## src/rtl/first_system_pkg.sv

```systemverilog
// first_system_pkg
//   Shared definitions for the first_system scheduler slice: default
//   parameter values and the scheduler FSM state encoding.
package first_system_pkg;

  localparam int NREQ_DEFAULT        = 4;
  localparam int ID_W_DEFAULT        = 2;
  localparam int EXEC_CYCLES_DEFAULT = 1;

  typedef enum logic [1:0] {
    ST_IDLE = 2'd0,
    ST_EXEC = 2'd1,
    ST_RESP = 2'd2
  } state_t;

endpackage

```

## src/rtl/first_system_rr_arbiter.sv

```systemverilog
// first_system_rr_arbiter
//   Purely combinational round-robin arbiter. Picks the first set request
//   bit searching upward from ptr, wrapping from NREQ-1 back to 0.
// Ports:
//   req            requester request vector
//   ptr            index of the highest-priority requester this round
//   winner_onehot  one-hot winner (all zero when no request)
//   winner_idx     binary index of the winner (0 when no request)
//   any_req        at least one request bit is set
module first_system_rr_arbiter
  import first_system_pkg::*;
#(
  parameter int NREQ = NREQ_DEFAULT,
  parameter int ID_W = ID_W_DEFAULT
) (
  input  logic [NREQ-1:0] req,
  input  logic [ID_W-1:0] ptr,
  output logic [NREQ-1:0] winner_onehot,
  output logic [ID_W-1:0] winner_idx,
  output logic            any_req
);

  // Requests at or above the pointer take precedence; if none exist the
  // search wraps and the lowest set bit of the full vector wins.
  logic [NREQ-1:0] req_hi;
  logic [NREQ-1:0] req_sel;

  genvar gi;
  generate
    for (gi = 0; gi < NREQ; gi++) begin : g_mask
      assign req_hi[gi] = req[gi] & (32'(gi) >= 32'(ptr));
    end
  endgenerate

  always_comb begin
    any_req    = |req;
    req_sel    = (|req_hi) ? req_hi : req;
    winner_idx = '0;
    // Walk downward so the lowest set bit is the last one written.
    for (int i = NREQ - 1; i >= 0; i--) begin
      if (req_sel[i]) begin
        winner_idx = ID_W'(i);
      end
    end
    winner_onehot = any_req ? (NREQ'(1) << winner_idx) : '0;
  end

endmodule

```

## src/rtl/first_system_scheduler.sv

```systemverilog
// first_system_scheduler
//   Time-shares one first_system evaluation unit (out1 = in1 ^ in2,
//   out2 = ~in2) among NREQ requesters. Round-robin arbitration, one-cycle
//   one-hot grant, operand capture, EXEC_CYCLES of execution, then a
//   valid/ready result handshake tagged with the requester index.
// Ports:
//   clk, rst_n          clock (rising edge), asynchronous active-low reset
//   req                 per-requester request
//   req_in1, req_in2    per-requester operands, held until gnt
//   gnt                 one-hot single-cycle grant (operands captured)
//   busy                scheduler not idle
//   rsp_valid/rsp_ready result handshake
//   rsp_id              requester index of the result
//   rsp_out1, rsp_out2  computed results
module first_system_scheduler
  import first_system_pkg::*;
#(
  parameter int NREQ        = NREQ_DEFAULT,
  parameter int ID_W        = ID_W_DEFAULT,
  parameter int EXEC_CYCLES = EXEC_CYCLES_DEFAULT
) (
  input  logic            clk,
  input  logic            rst_n,
  input  logic [NREQ-1:0] req,
  input  logic [NREQ-1:0] req_in1,
  input  logic [NREQ-1:0] req_in2,
  output logic [NREQ-1:0] gnt,
  output logic            busy,
  output logic            rsp_valid,
  input  logic            rsp_ready,
  output logic [ID_W-1:0] rsp_id,
  output logic            rsp_out1,
  output logic            rsp_out2
);

  localparam int CNT_W = (EXEC_CYCLES > 1) ? $clog2(EXEC_CYCLES) : 1;
  localparam logic [CNT_W-1:0] CNT_LAST = CNT_W'(EXEC_CYCLES - 1);

  state_t            state_reg;
  logic [ID_W-1:0]   ptr_reg;
  logic [CNT_W-1:0]  cnt_reg;
  logic              op1_reg;
  logic              op2_reg;
  logic [ID_W-1:0]   id_reg;
  logic [NREQ-1:0]   gnt_reg;
  logic              busy_reg;
  logic              rsp_valid_reg;
  logic [ID_W-1:0]   rsp_id_reg;
  logic              rsp_out1_reg;
  logic              rsp_out2_reg;

  logic [NREQ-1:0]   win_onehot;
  logic [ID_W-1:0]   win_idx;
  logic              any_req;
  logic              launch;
  logic [ID_W-1:0]   ptr_next;

  first_system_rr_arbiter #(
    .NREQ (NREQ),
    .ID_W (ID_W)
  ) u_arb (
    .req           (req),
    .ptr           (ptr_reg),
    .winner_onehot (win_onehot),
    .winner_idx    (win_idx),
    .any_req       (any_req)
  );

  // A new transaction starts from IDLE, or back-to-back from RESP on the
  // same edge the current result is accepted.
  always_comb begin
    launch   = any_req && ((state_reg == ST_IDLE) ||
                           ((state_reg == ST_RESP) && rsp_ready));
    ptr_next = (win_idx == ID_W'(NREQ - 1)) ? '0 : win_idx + ID_W'(1);
  end

  always_ff @(posedge clk or negedge rst_n) begin
    if (!rst_n) begin
      state_reg     <= ST_IDLE;
      ptr_reg       <= '0;
      cnt_reg       <= '0;
      op1_reg       <= 1'b0;
      op2_reg       <= 1'b0;
      id_reg        <= '0;
      gnt_reg       <= '0;
      busy_reg      <= 1'b0;
      rsp_valid_reg <= 1'b0;
      rsp_id_reg    <= '0;
      rsp_out1_reg  <= 1'b0;
      rsp_out2_reg  <= 1'b0;
    end else begin
      gnt_reg <= '0;
      if (launch) begin
        gnt_reg       <= win_onehot;
        op1_reg       <= |(req_in1 & win_onehot);
        op2_reg       <= |(req_in2 & win_onehot);
        id_reg        <= win_idx;
        ptr_reg       <= ptr_next;
        cnt_reg       <= '0;
        state_reg     <= ST_EXEC;
        busy_reg      <= 1'b1;
        rsp_valid_reg <= 1'b0;
      end else begin
        case (state_reg)
          ST_IDLE: begin
            busy_reg <= 1'b0;
          end
          ST_EXEC: begin
            cnt_reg <= cnt_reg + CNT_W'(1);
            if (cnt_reg == CNT_LAST) begin
              rsp_out1_reg  <= op1_reg ^ op2_reg;
              rsp_out2_reg  <= ~op2_reg;
              rsp_id_reg    <= id_reg;
              rsp_valid_reg <= 1'b1;
              state_reg     <= ST_RESP;
            end
          end
          ST_RESP: begin
            // Result and tag stay frozen until the consumer takes them.
            if (rsp_ready) begin
              rsp_valid_reg <= 1'b0;
              state_reg     <= ST_IDLE;
              busy_reg      <= 1'b0;
            end
          end
          default: begin
            state_reg     <= ST_IDLE;
            busy_reg      <= 1'b0;
            rsp_valid_reg <= 1'b0;
          end
        endcase
      end
    end
  end

  assign gnt       = gnt_reg;
  assign busy      = busy_reg;
  assign rsp_valid = rsp_valid_reg;
  assign rsp_id    = rsp_id_reg;
  assign rsp_out1  = rsp_out1_reg;
  assign rsp_out2  = rsp_out2_reg;

endmodule

```

## config.mk

```make
export PLATFORM = sky130hd
export DESIGN_NAME = first_system_scheduler
export DESIGN_NICKNAME = d
export VERILOG_FILES = /design/src/rtl/first_system_pkg.sv /design/src/rtl/first_system_rr_arbiter.sv /design/src/rtl/first_system_scheduler.sv
export SDC_FILE = /design/constraint.sdc
export NUM_CORES = 1
export LEC_CHECK = 0
export ABC_AREA = 1
export ABC_CLOCK_PERIOD_IN_PS = 1900
export CAP_MARGIN = 20
export CORE_MARGIN = 4
export CORE_UTILIZATION = 40
export CTS_CLUSTER_DIAMETER = 80
export CTS_CLUSTER_SIZE = 20
export DETAILED_ROUTE_END_ITERATION = 10
export PLACE_DENSITY = 0.77
export SKIP_LAST_GASP = 1
export SYNTH_ARGS = -nofsm -noshare
export SYNTH_HDL_FRONTEND = slang
export SYNTH_SLANG_ARGS = --single-unit
```

## constraint.sdc

```tcl
create_clock -name clk -period 1.9 [get_ports clk]
set_input_delay 0.475 -clock clk [delete_from_list [all_inputs] [get_ports clk]]
set_output_delay 0.475 -clock clk [all_outputs]
set_load 0.03 [all_outputs]
```

# Yosys cells after proc, flatten, opt, wreduce, memory -nomap -nowiden
# Index checks and enable logic that the tools add are counted.
[word_totals] register_bits=19 elab_cells=66 output_inout_bits=10 in_bits=15
[op_classes] n_mux=20 magnitude_cmp=3 add_sub_neg=2 n_reduce_logical=12 n_shift=1 bitwise=9 n_eq_ne=7
[ops] cell="$mux W2" count=8
[ops] cell="$reduce_or A4 Y1" count=4
[ops] cell="$and A4 B4 Y4" count=2
[ops] cell="$mux W4" count=2
[ops] cell="$mux W1" count=6
[ops] cell="$ne A3 B3 Y1 const B" count=2
[ops] cell="$pmux W2 S3" count=1
[ops] cell="$reduce_and A3 Y1" count=2
[ops] cell="$eq A2 B2 Y1 const B" count=2
[ops] cell="$ge A1 B2 Y1 const A" count=2
[ops] cell="$ne A2 B2 Y1 const B" count=2
[ops] cell="$shl A1 B2 Y4 const A" count=1
[ops] cell="$and A1 B1 Y1" count=3
[ops] cell="$mux W3" count=1
[ops] cell="$not A1 Y1" count=3
[ops] cell="$pmux W1 S3" count=1
[ops] cell="$add A2 B1 Y2 const B" count=1
[ops] cell="$eq A2 B1 Y1 const B" count=1
[ops] cell="$ge A2 B2 Y1 const A" count=1
[ops] cell="$logic_and A1 B1 Y1" count=2
[ops] cell="$logic_not A2 Y1" count=1
[ops] cell="$pmux W1 S2" count=1
[ops] cell="$reduce_and A2 Y1" count=1
[ops] cell="$reduce_bool A2 Y1" count=1
[ops] cell="other kinds (3)" count=3

# Longest topological paths before layout
[logic_depth] ltp_word=11 ltp_mapped=13 ltp_nobuf=13

# Modules after synthesis
# A second synthesis with hierarchy kept.
[hier_totals] cells_unflattened=118 area_unflattened_um2=912.1
[by_module_without_submodules] mod="first_system_scheduler" instances=1 cells_per_inst=90 seq_area_each_um2=450.4 area_each_um2=784.5
[by_module_without_submodules] mod="first_system_rr_arbiter" instances=1 cells_per_inst=28 seq_area_each_um2=0.0 area_each_um2=127.6

# Worst setup path before layout
# OpenSTA, ideal clock, no wires.
[synth_path] path_kind="register -> register" from="reg ptr_reg[0]" to="reg op2_reg" setup_ns=0.117 path_stages_with_launch=11 setup_slack_ns=0.367 path_buffers=0 arrival_ns=1.416 synth_period_minus_slack_ns=1.533 t_required_ns=1.783 cell_sequence="dfrtp_1 -> or2_2 -> nand2_1 -> nand2_1 -> nand2_1 -> inv_1 -> ha_1 -> nand3_1 -> nand3_1 -> nor2_1 -> nor2_1"
[synth_via] elab_chain_cells=11 word_cells_on_any_way=15 classes_between="3 x order compare; 1 x shift; 5 x mux; 4 x bitwise; 2 x reduce/logical"
[synth_lines] item="start, declared" line_no="first_system_scheduler.sv:40" source="logic [ID_W-1:0] ptr_reg;"
[synth_lines] item="start signal, assigned" line_no="first_system_scheduler.sv:98" source="ptr_reg <= ptr_next;"
[synth_lines] item="$ge A1 B2 Y1 / $ge A2 B2 Y1 (equally long branches)" line_no="first_system_rr_arbiter.sv:31" source="assign req_hi[gi] = req[gi] & (32'(gi) >= 32'(ptr));"
[synth_lines] item="$and A1 B1 Y1" line_no="first_system_rr_arbiter.sv:31"
[synth_lines] item="$reduce_or A4 Y1" line_no="first_system_rr_arbiter.sv:37" source="req_sel = (|req_hi) ? req_hi : req;"
[synth_lines] item="$mux W3 *" line_no="first_system_rr_arbiter.sv:37"
[synth_lines] item="$mux W2 (2 in series)" line_no="first_system_rr_arbiter.sv:41" source="if (req_sel[i]) begin"
[synth_lines] item="$mux W2 *" line_no="first_system_rr_arbiter.sv:41"
[synth_lines] item="named net u_arb.winner_idx[1]" line_no="first_system_rr_arbiter.sv:19" source="output logic [ID_W-1:0] winner_idx,"
[synth_lines] item="$shl A1 B2 Y4 *" line_no="first_system_rr_arbiter.sv:45" source="winner_onehot = any_req ? (NREQ'(1) << winner_idx) : '0;"
[synth_lines] item="$mux W4 *" line_no="first_system_rr_arbiter.sv:45"
[synth_lines] item="$and A4 B4 Y4 *" line_no="first_system_scheduler.sv:96" source="op2_reg <= |(req_in2 & win_onehot);"
[synth_lines] item="$reduce_or A4 Y1 *" line_no="first_system_scheduler.sv:96"
[synth_lines] item="end signal, assigned" line_no="first_system_scheduler.sv:96"
[synth_lines] item="end, declared" line_no="first_system_scheduler.sv:43" source="logic op2_reg;"
# The timed path passes the listed nets; every way through them passes the cells marked *.
# A chain may end at the register's enable or synchronous reset.

==> reports/results.md <==
| Result | This run |
| --- | --- |
| Result of the run | completed |
| Routed len/inst | 11.34 um |
| I/O pin cnt | 25 |
| FF+latch count, synth | 18 |
| CTS tree | done |
| Most frequent standard cell in the layout excluding fill and tap cells | sky130_fd_sc_hd__nand2_1 |
| Total via count in the routed design | 842 |
| Leading cell types in the layout, fill and taps excluded | sky130_fd_sc_hd__nand2_1 (28), sky130_fd_sc_hd__clkdlybuf4s50_1 (23), sky130_fd_sc_hd__dfrtp_1 (18) |
| Crit path buffers/inverters | 1 |
| Startpoint Class | register |
| Overflow left after global routing | 0 |
| Area overhead of the layout relative to synthesis | 44.28% |
| DRC marker count from the first detailed-route iteration | 19 |
| Post-Route WL | 2.008 mm |
| Core footprint | 0.002191 mm^2 |
| Max H-tree Level | 1 |
| Site row count | 17 |
| Highest-delay cell along the critical path | sky130_fd_sc_hd__clkdlybuf4s50_1 |
| Port Buffer Count | 24 |
| Clock tree root buffer cell | sky130_fd_sc_hd__clkbuf_4 |
| Avg Synthesized Cell Area | 8.056 um^2 |
| Diodes inserted | 0 |
| Num Clock Sinks | 18 |
| Initial cell density of the core | 41.92% |
| Pwr Total | 2.030 mW |
| Post-DRT Antenna Nets | 0 |
| Sequential cell area fraction in the yosys report | 49.05% |
| Final #Nets | 169 |
| Avg Vias per Cell | 4.757 |
| Endpoints failing hold | 0 |
| Overall routing resource usage | 13.02% |
| Number of buffers created by CTS | 3 |
| Sequence of cells on the critical path | clkdlybuf4s50_1 |
| Total of warnings raised by yosys | 0 |
| Share of the core filled with cells | 60.48% |
| Highest cell delay on the worst timing path | 690 ps |
| DIE HEIGHT | 55.92 um |
| Clock latency on the worst-skew pair | 290 ps |
| Mapped Cells | 114 |
| Fmax achieved | 535.2 MHz |
| Period Utilization, post-route | 98.34% |
| Maximum number of pins on one net before global-route repair | 19 |
| Slew Viols, Final | 0 |
| Slew of the pin with the lowest slew margin | 322.2 ps |
| Headroom to the max-slew limit | 78.45% |
| Family with the most delay on the worst path | buffers and inverters |
| Arrival time at the worst endpoint | 1390 ps |
| Tightest Hold Check Type | reg2reg |
| Fill cell count | 208 |
| CTS Hold Bufs | 0 |
| Share of final-layout standard cells stronger than drive strength 1 | 19.46% |
| Global-route wire length before repair | 3.298 mm |
| Die Area | 0.003126 mm^2 |
| Final setup fails | 0 |
| Largest register FFs | 4 |
| Leakage power figure | 0.6555 nW |
| Minimum clock period | 1868 ps |
| Clock-pin slew reported for the worst setup and hold paths after clock tree synthesis | 100 ps |
| Kind of end point of the critical path | output pin |
| Count of TritonRoute iterations in the first routing pass | 6 |
| Critical path required time | 1420 ps |
| Syn_nets | 133 |
| Final HPWL from detailed placement | 1.631 mm |
| Antenna violations before repair | 0 |
| Area occupied by multi-input gates | 445.4 um^2 |
| Worst setup slack before clock tree synthesis | -336.3 ps |
| RSZ-0062 raised after global routing | no |
| Post-route setup slack | 31.55 ps |
| Peak fanout along the critical path | 4 |
| Final estimated routing congestion in global placement | 0.7857 |
| Critical path class | reg2out |
| Storage element area | 450.4 um^2 |
| Reported max-cap violation count | 0 |
| Die X-Extent | 55.92 um |
| Cell area after synthesis | 918.4 um^2 |
| # DRC | 0 |
| Maximum clock path buffer count | 2 |
| Number of different library cells in the post-synthesis netlist | 19 |
| Cell Pwr Density | 1532 mW/mm^2 |
| Clock skew after layout | 1.557 ps |
| Vias in the first global route | 757 |
| Max IR drop VDD | 0.7576 mV |
[power breakdown]
part           total [mW]  switching [mW]  leakage (nW)  internal (mW)
Combinational        1.13           0.664         0.409          0.470
Clock               0.232           0.115        0.0210          0.117
Sequential          0.663           0.108         0.225          0.555
Total                2.03           0.887         0.655           1.14
[tightest hold or removal path: stages (launching register included)]
cell and delay (ps):
sky130_fd_sc_hd__dfrtp_1 360, sky130_fd_sc_hd__nand2_1 60, sky130_fd_sc_hd__nand2_1 50
[cell usage after synthesis]
cell / count / area share [%]
sky130_fd_sc_hd__a21oi_1: 1 / 0.54
sky130_fd_sc_hd__o21ai_1: 2 / 1.1
sky130_fd_sc_hd__nor2_1: 13 / 5.3
sky130_fd_sc_hd__xnor2_1: 1 / 0.95
sky130_fd_sc_hd__ha_1: 4 / 5.4
sky130_fd_sc_hd__a31oi_1: 1 / 0.68
sky130_fd_sc_hd__nand2_2: 2 / 1.4
sky130_fd_sc_hd__nand4_1: 1 / 0.68
sky130_fd_sc_hd__nand2_4: 1 / 1.2
sky130_fd_sc_hd__o31ai_1: 1 / 0.82
sky130_fd_sc_hd__buf_6: 1 / 1.2
sky130_fd_sc_hd__inv_1: 14 / 5.7
sky130_fd_sc_hd__or2_2: 1 / 0.68
sky130_fd_sc_hd__nor2_2: 3 / 2.0
sky130_fd_sc_hd__inv_4: 1 / 0.68
sky130_fd_sc_hd__nand3_1: 14 / 7.6
sky130_fd_sc_hd__o21ai_0: 4 / 2.2
sky130_fd_sc_hd__nand2_1: 31 / 13
sky130_fd_sc_hd__dfrtp_1: 18 / 49
[cell type report]
class | instances | area share (%)
Inverter | 15 | 4.438
Clock buffer | 4 | 2.738
Tap cell | 28 | 2.644
Sequential cell | 18 | 33.99
Multi-Input combinational cell | 80 | 33.62
Timing Repair Buffer | 32 | 22.57
[path summary, 6_finish.rpt]
check                              from      endpoint  slack, ps  cells after the start
setup / recovery           state_reg[1]     rsp_valid         30                      1
hold / removal                id_reg[1]     rsp_id[1]        490                      2
setup reg to reg             ptr_reg[1]       op2_reg        200                     10
hold reg to reg               id_reg[1]     rsp_id[1]        490                      2
max in group asynchronous         rst_n     rsp_id[0]       1220                      2
min in group asynchronous         rst_n  state_reg[0]        500                      2
[per-layer routing]
layer | global-route usage, % | share of wire, % | vias to the layer above
met5 | 0 | 0 | -
met3 | 1.392 | 3.8 | 4
li1 | - | - | 428
met2 | 22.30 | 51 | 21
met4 | 5.085 | 1.7 | 0
met1 | 16.81 | 43 | 389
[what timing repair did]
action | 4_1_cts | 5_1_grt
setup endpoints to repair | 1 | 2
resized for setup | 1 | 14
buffers inserted | 0 | 1
pin swaps | 1 | 5
[stage by stage]
step	cell area [um^2]	hold slack, ps	cells	TNS [ps]
6_report	1325	493.5	177	0
5_1_grt	1325	518.4	177	0
4_1_cts	1270	494.3	176	0
3_5_place_dp	1235	468.6	172	-1262
3_3_place_gp	1235	461.8	172	-600.3
2_1_floorplan	918.4	179.4	114	0
[cell families (layout without fill, tap and decap cells)]
| family | Yosys count | in the layout | synth area share (%) |
|---|---|---|---|
| xor gates and xnor gates | 1 | 1 | 0.9539 |
| adders and majority gates | 4 | 4 | 5.450 |
| DFF | 18 | 18 | 49.05 |
| AOI/OAI and AO/OA | 9 | 9 | 5.314 |
| buffers and inverters | 16 | 51 | 7.630 |
| and+or+nand+nor | 66 | 66 | 31.61 |
(Power assumes the default switching activity.)
